## src/rtl/prog_clk_divider.sv

```systemverilog
// Multi-channel runtime-programmable clock divider.
// Each channel divides clk_50mhz by its active divisor N, producing a square
// wave (floor(N/2) low, ceil(N/2) high) and a one-cycle tick on the first high
// cycle. New divisors land in a per-channel shadow register and are applied at
// the next period boundary, or on the next edge while the channel is disabled.
//
// Ports:
//   clk_50mhz  system clock, rising edge
//   rst        synchronous reset, active-low
//   en         per-channel enable
//   cfg_we     one-cycle divisor write strobe
//   cfg_ch     target channel of the write (values >= NCH are ignored)
//   cfg_div    new divisor; 0 and 1 are stored as 2
//   clk_out    divided clock per channel (registered)
//   tick       one-cycle pulse per period, on the first high cycle (registered)
//   pending    written divisor waiting to be applied (registered)
module prog_clk_divider #(
  parameter int unsigned NCH     = 4,
  parameter int unsigned CW      = 32,
  parameter int unsigned DEF_DIV = 50000,
  parameter int unsigned CHW     = 2
) (
  input  logic           clk_50mhz,
  input  logic           rst,
  input  logic [NCH-1:0] en,
  input  logic           cfg_we,
  input  logic [CHW-1:0] cfg_ch,
  input  logic [CW-1:0]  cfg_div,
  output logic [NCH-1:0] clk_out,
  output logic [NCH-1:0] tick,
  output logic [NCH-1:0] pending
);

  localparam logic [CW-1:0] DIV_MIN = CW'(2);
  localparam logic [CW-1:0] DIV_RST = CW'(DEF_DIV);

  // Divisors below 2 cannot form a two-phase period; store them as 2.
  logic [CW-1:0] div_clamped_c;
  assign div_clamped_c = (cfg_div < DIV_MIN) ? DIV_MIN : cfg_div;

  for (genvar i = 0; i < NCH; i++) begin : g_ch
    logic [CW-1:0] cnt;
    logic [CW-1:0] active;
    logic [CW-1:0] shadow;
    logic          pend_q;
    logic          clk_q;
    logic          tick_q;

    logic          wr_c;
    logic          wrap_c;
    logic [CW-1:0] half_c;

    // Matching against the channel index makes out-of-range cfg_ch a no-op.
    assign wr_c   = cfg_we && (cfg_ch == CHW'(i));
    assign half_c = active >> 1;
    // active is never below 2, so active-1 cannot underflow.
    assign wrap_c = (cnt == (active - CW'(1)));

    // Per-channel counter, phase outputs and divisor shadow/apply.
    always_ff @(posedge clk_50mhz) begin
      if (!rst) begin
        cnt    <= '0;
        active <= DIV_RST;
        shadow <= DIV_RST;
        pend_q <= 1'b0;
        clk_q  <= 1'b0;
        tick_q <= 1'b0;
      end else begin
        // A write takes priority over an apply in the same cycle, so a write
        // landing on a wrap is held for the following boundary.
        if (wr_c) begin
          shadow <= div_clamped_c;
          pend_q <= 1'b1;
        end else if (pend_q && (!en[i] || wrap_c)) begin
          active <= shadow;
          pend_q <= 1'b0;
        end

        if (en[i]) begin
          cnt    <= wrap_c ? '0 : cnt + CW'(1);
          clk_q  <= (cnt >= half_c);
          tick_q <= (cnt == half_c);
        end else begin
          cnt    <= '0;
          clk_q  <= 1'b0;
          tick_q <= 1'b0;
        end
      end
    end

    assign clk_out[i] = clk_q;
    assign tick[i]    = tick_q;
    assign pending[i] = pend_q;
  end

endmodule

```

## config.mk

```make
export PLATFORM = sky130hd
export DESIGN_NAME = prog_clk_divider
export DESIGN_NICKNAME = d
export VERILOG_FILES = /design/src/rtl/prog_clk_divider.sv
export SDC_FILE = /design/constraint.sdc
export NUM_CORES = 1
export LEC_CHECK = 0
export CORE_MARGIN = 10
export CORE_UTILIZATION = 60
export CTS_BUF_LIST = sky130_fd_sc_hd__clkbuf_8
export CTS_CLUSTER_SIZE = 30
export DETAILED_ROUTE_END_ITERATION = 10
export PLACE_DENSITY_LB_ADDON = 0.08
export RECOVER_POWER = 25
export SYNTH_ARGS = -nofsm -noshare
export SYNTH_HDL_FRONTEND = slang
export SYNTH_SLANG_ARGS = --single-unit
```

## constraint.sdc

```tcl
create_clock -name clk_50mhz -period 7.45 [get_ports clk_50mhz]
set_clock_uncertainty 0.05 [all_clocks]
set_input_delay 1.49 -clock clk_50mhz [delete_from_list [all_inputs] [get_ports clk_50mhz]]
set_output_delay 1.49 -clock clk_50mhz [all_outputs]
set_load 0.005 [all_outputs]
```

-- Yosys cells after proc, flatten, opt, wreduce, memory -nomap -nowiden
Index checks and enable logic that the tools add are counted.
W data, S select, Z words.
- memory bits (writable): 0
- memory bits (read-only): 0
- bits in latches: 0
- memories kept: 0
- register bits after elaboration: 396
- input bits: 41
- output and inout port bits: 12
- word-level logic and storage cells: 99
- multipliers: 0
- shift-type cells: 0
- add/subtract/negate cells: 8
- order comparisons: 5
- div/mod/pow operators: 0
- muxes and demuxes: 9
- reduce and logical (&&, ||, !) cells: 33
- equal/unequal tests: 11
- bitwise gates (word level): 9
- operator list (kind ; count):
    $add A32 B1 Y32 const B ; 4
    $eq A32 B31 Y1 ; 4
    $eq A32 B32 Y1 ; 4
    $ge A32 B31 Y1 ; 4
    $sub A32 B1 Y32 const B ; 4
    $lt A32 B2 Y1 const B ; 1
    $mux W32 ; 1
    $reduce_and A2 Y1 ; 8
    $reduce_or A3 Y1 ; 4
    $not A1 Y1 ; 9
    $logic_and A1 B1 Y1 ; 8
    $mux W1 ; 8
    $reduce_bool A2 Y1 ; 4
    $eq A2 B2 Y1 const B ; 2
    $logic_not A1 Y1 ; 4
    $logic_or A1 B1 Y1 ; 4
    $eq A2 B1 Y1 const B ; 1
    $logic_not A2 Y1 ; 1

-- Depth between registers and ports, before layout
- depth after elaboration: 6
- depth in mapped cells: 15
- depth with buffers taken out: 11

-- Worst setup path after synthesis
OpenSTA, ideal clock, no wires.
- path kind: flip-flop to flip-flop
- from: register g_ch[0].active[0]
- to: register g_ch[0].active[10]
- cell stages (with the launch flop): 13
- setup slack: 4.126 ns
- path buffers: 1
- arrival time: 3.202 ns
- clock period less this slack: 3.324 ns
- data required time: 7.328 ns
- cell sequence: dfxtp_1 > inv_1 > ha_1 > or4b_1 > nor3_1 > nand3_1 > nor4_1 > a21oi_1 > or3_1 > a2111o_1 > a21oi_2 > buf_4 > mux2i_1
- word-level cells in the longest chain between the ends: 5
- RTL lines (element ; RTL line ; RTL):
    start, declared ; 43 ; logic [CW-1:0] active;
    start signal, assigned ; 75 ; active <= shadow;
    $sub A32 B1 Y32 ; 57 ; assign wrap_c = (cnt == (active - CW'(1)));
    $eq A32 B32 Y1 ; 57 ;
    $logic_or A1 B1 Y1 ; 74 ; end else if (pend_q && (!en[i] || wrap_c)) begin
    $logic_and A1 B1 Y1 ; 74 ;
    $reduce_and A2 Y1 (no line) ; -- ;
No other way between the ends.
A chain may end at the register's enable or synchronous reset.

==> out/metrics.csv <==
stage,metric,value,unit
outcome,status,finished with violations,
outcome,violations,"max-capacitance violations, max-slew violations",
synthesis,muxShareOfSynthArea,4.176,%
clock_network,cts_setup_buffers,0,
sta,timing.fmax,0.1771,GHz
hold_path,hp-class,flop to flop,
floorplanning,num_rows,73,
synthesis,synthTopCellsByArea,"dfxtp_1, nand2_1, ha_1",
layout,instances_no_fill,3544,
global_routing,antenna_found_initial,0,
route,ant_nets,0,
route,drtIter0Drc,1676,
sta,fin_crit,5.647,ns
global_routing,grt_pass1_wl,100100,um
placement,dpl_cell_area,0.02462,mm2
synthesis,synthXorXnorAreaFrac,10.06,%
layout,area_growth,7.698,%
synthesis,seq_area_frac_synth,32.87,%
power,power_density,170.5,mW/mm2
clock_network,cts_tree,yes,
floorplanning,die_area,0.04862,mm2
clock_network,clock-sinks,396,
synthesis,syn-num-nets,3200,
sta,rsz0062_at_grt,false,
setup_path,worst_ep_required_time,7.94,ns
synthesis,synth_area,0.02412,mm2
route,vias_per_cell,5.954,
synthesis,synthAdderAreaFrac,6.847,%
setup_path,worst_setup_path_start_kind,input port,
placement,place_hpwl,44570,um
setup_path,criticalPathCategory,input port to flop,
synthesis,synth_most_common_cell,nand2_1,
global_routing,grt_pass1_vias,19950,
floorplanning,num_io_pins,53,
synthesis,synthTopCellsByCount,"nand2_1, dfxtp_1, nor2_1, xnor2_1, clkbuf_1",
synthesis,ys_types,79,
clock_network,cts_root_buf,clkbuf_8,
power,vdd_drop_max,0.0001146,V
clock_network,h-tree-depth,3,
synthesis,synth_top_family_by_area,simple AND/OR/NAND/NOR gates,
synthesis,synth-compound-area-share,12.84,%
setup_path,crit_fanout,208,
placement,place_congestion,0.9381,
clock_network,cts_hold_repair.buffers,0,
sta,tns,0,ns
floorplanning,initial_core_util,60.71,%
route,dr.pass1.iters,5,
flow_run,maxCapViolCount,3,
layout,fin_area,0.02598,mm2
route,routed_wl,61470,um
route,wl_per_cell,17.34,um
synthesis,synth_top_area_share,32.87,%
sta,hold_viol_final,0,
global_routing,grtUsageTotal,24.80,%
synthesis,syn_avg_cell_area,7.968,um2
floorplanning,die_y,220.5,um
setup_path,end_kind,flop,
synthesis,ys_warn_count,0,
synthesis,synthFlopType,dfxtp_1,
global_routing,grt_remaining_overflow,0,
clock_network,cts_buffer_depth,3,
synthesis,syn_inst,3027,
sta,final-max-slew-violation-count,278,
layout,nets,3147,
clock_network,cts_buffers,67,
sta,finalCritPeriodShare,75.79,%
synthesis,synthArstFlopShare,0,%
sta,setup_viol,0,
clock_network,cts_resized,0,
sta,timing.hold.ws,0.4048,ns
layout,layout-drive-gt1-share,5.103,%
floorplanning,die-width,220.5,um
sta,tightest_slew,3.550,ns
placement,post-place-cells,3430,
setup_path,arrival,6.14,ns
layout,finish.utilization,65.38,%
route,num_vias,21100,
sta,slew_headroom,-136.6,%
clock_network,path_clk_slew,0.06,ns
power,total_leakage_power,9.654,nW
clock_network,clk_latency,0.63,ns
synthesis,synth-simple-area-share,27.47,%
floorplanning,core,0.03973,mm2
global_routing,grt_max_degree,209,
placement,pre_cts_ws,2.950,ns
route,drc,0,
synthesis,synth_edf_count,0,
placement,portBuffers,52,
sta,worst_slack,1.803,ns
synthesis,synth.largest_area_cell,dfxtp_1,
synthesis,ys_ff_latch,396,
power,power.total,4.430,mW
-- layout make-up --
| class | instances | area (um2) |
|---|---|---|
| antenna | 1 | 2.502 |
| clock buffer | 86 | 1184 |
| clock inverter | 27 | 188.9 |
| fill | 3519 | 13750 |
| inverter | 150 | 563.0 |
| multi-input combinational | 2293 | 14830 |
| sequential | 396 | 7928 |
| tap | 525 | 656.9 |
| timing repair buffer | 66 | 623.1 |
-- worst max-delay path: stages --
cell      delay (ns)
buf_8           0.52
clkbuf_2        2.49
buf_4           0.98
nand2_1         0.19
mux2i_1         0.16
-- metal layers --
layer	GRT usage (%)	vias to the layer above	routed length, um
met5	0	-	0
met4	7.776	0	1638
met3	5.285	125	4160
met2	41.56	566	28910
met1	31.37	9984	26750
li1	-	10430	-
-- state kept, by name, indices dropped and copies added, names as in the netlist --
| name | flops |
|---|---|
| g_ch.active | 128 |
| g_ch.cnt | 128 |
| g_ch.shadow | 128 |
| g_ch.clk_q | 4 |
| g_ch.pend_q | 4 |
| g_ch.tick_q | 4 |
-- final timing paths --
kind | cells after the start | to | slack [ns] | startpoint
max | 5 | g_ch[0].active[10]$_SDFFE_PN0P_ | 1.80 | rst
min | 2 | g_ch[3].active[16]$_SDFFE_PN0P_ | 0.40 | g_ch[3].shadow[16]$_SDFFE_PN0P_
max reg2reg | 11 | g_ch[0].active[15]$_SDFFE_PN1P_ | 2.88 | g_ch[0].active[1]$_SDFFE_PN0P_
min reg2reg | 2 | g_ch[3].active[16]$_SDFFE_PN0P_ | 0.40 | g_ch[3].shadow[16]$_SDFFE_PN0P_
-- cells in the final DEF, fill, tap and decap left out, types with 8 or more instances in the layout --
master,instances
a211oi_1,18
nand4_1,96
nand3_1,139
inv_1,164
nor2b_1,35
nand2_1,510
a21oi_1,59
and4_1,20
nor4_1,41
nor4b_1,12
o211ai_1,55
and3_1,42
a311oi_1,8
a211o_1,11
or3_1,9
and2_1,15
o21ai_0,51
nor3_1,60
a21o_1,31
dlygate4sd3_1,15
clkbuf_8,86
xnor2_1,154
o21a_1,19
xor2_1,123
mux2i_1,95
or4_1,18
and4b_1,27
a21boi_0,99
ha_1,132
buf_4,13
nand3b_1,9
a31oi_1,33
dfxtp_1,396
nand2b_1,18
nor2_1,247
clkdlybuf4s50_1,35
-- cells by family (layout without fill, tap and decap cells) --
| kind of cell | Yosys count | count (layout) |
|---|---|---|
| other | 0 | 1 |
| AOI/OAI and AO/OA | 440 | 440 |
| xor gates and xnor gates | 277 | 277 |
| adders and majority gates | 132 | 132 |
| muxes | 100 | 100 |
| and+or+nand+nor | 1344 | 1344 |
| buffers and inverters | 338 | 329 |
| DFF | 396 | 396 |
-- where the power goes --
group	total [mW]	switching [mW]	internal (mW)	leakage, nW
Sequential	2.18	0.0272	2.15	3.20
Clock	2.01	0.906	1.10	0.738
Combinational	0.242	0.159	0.0826	5.71
(Power assumes the default switching activity.)
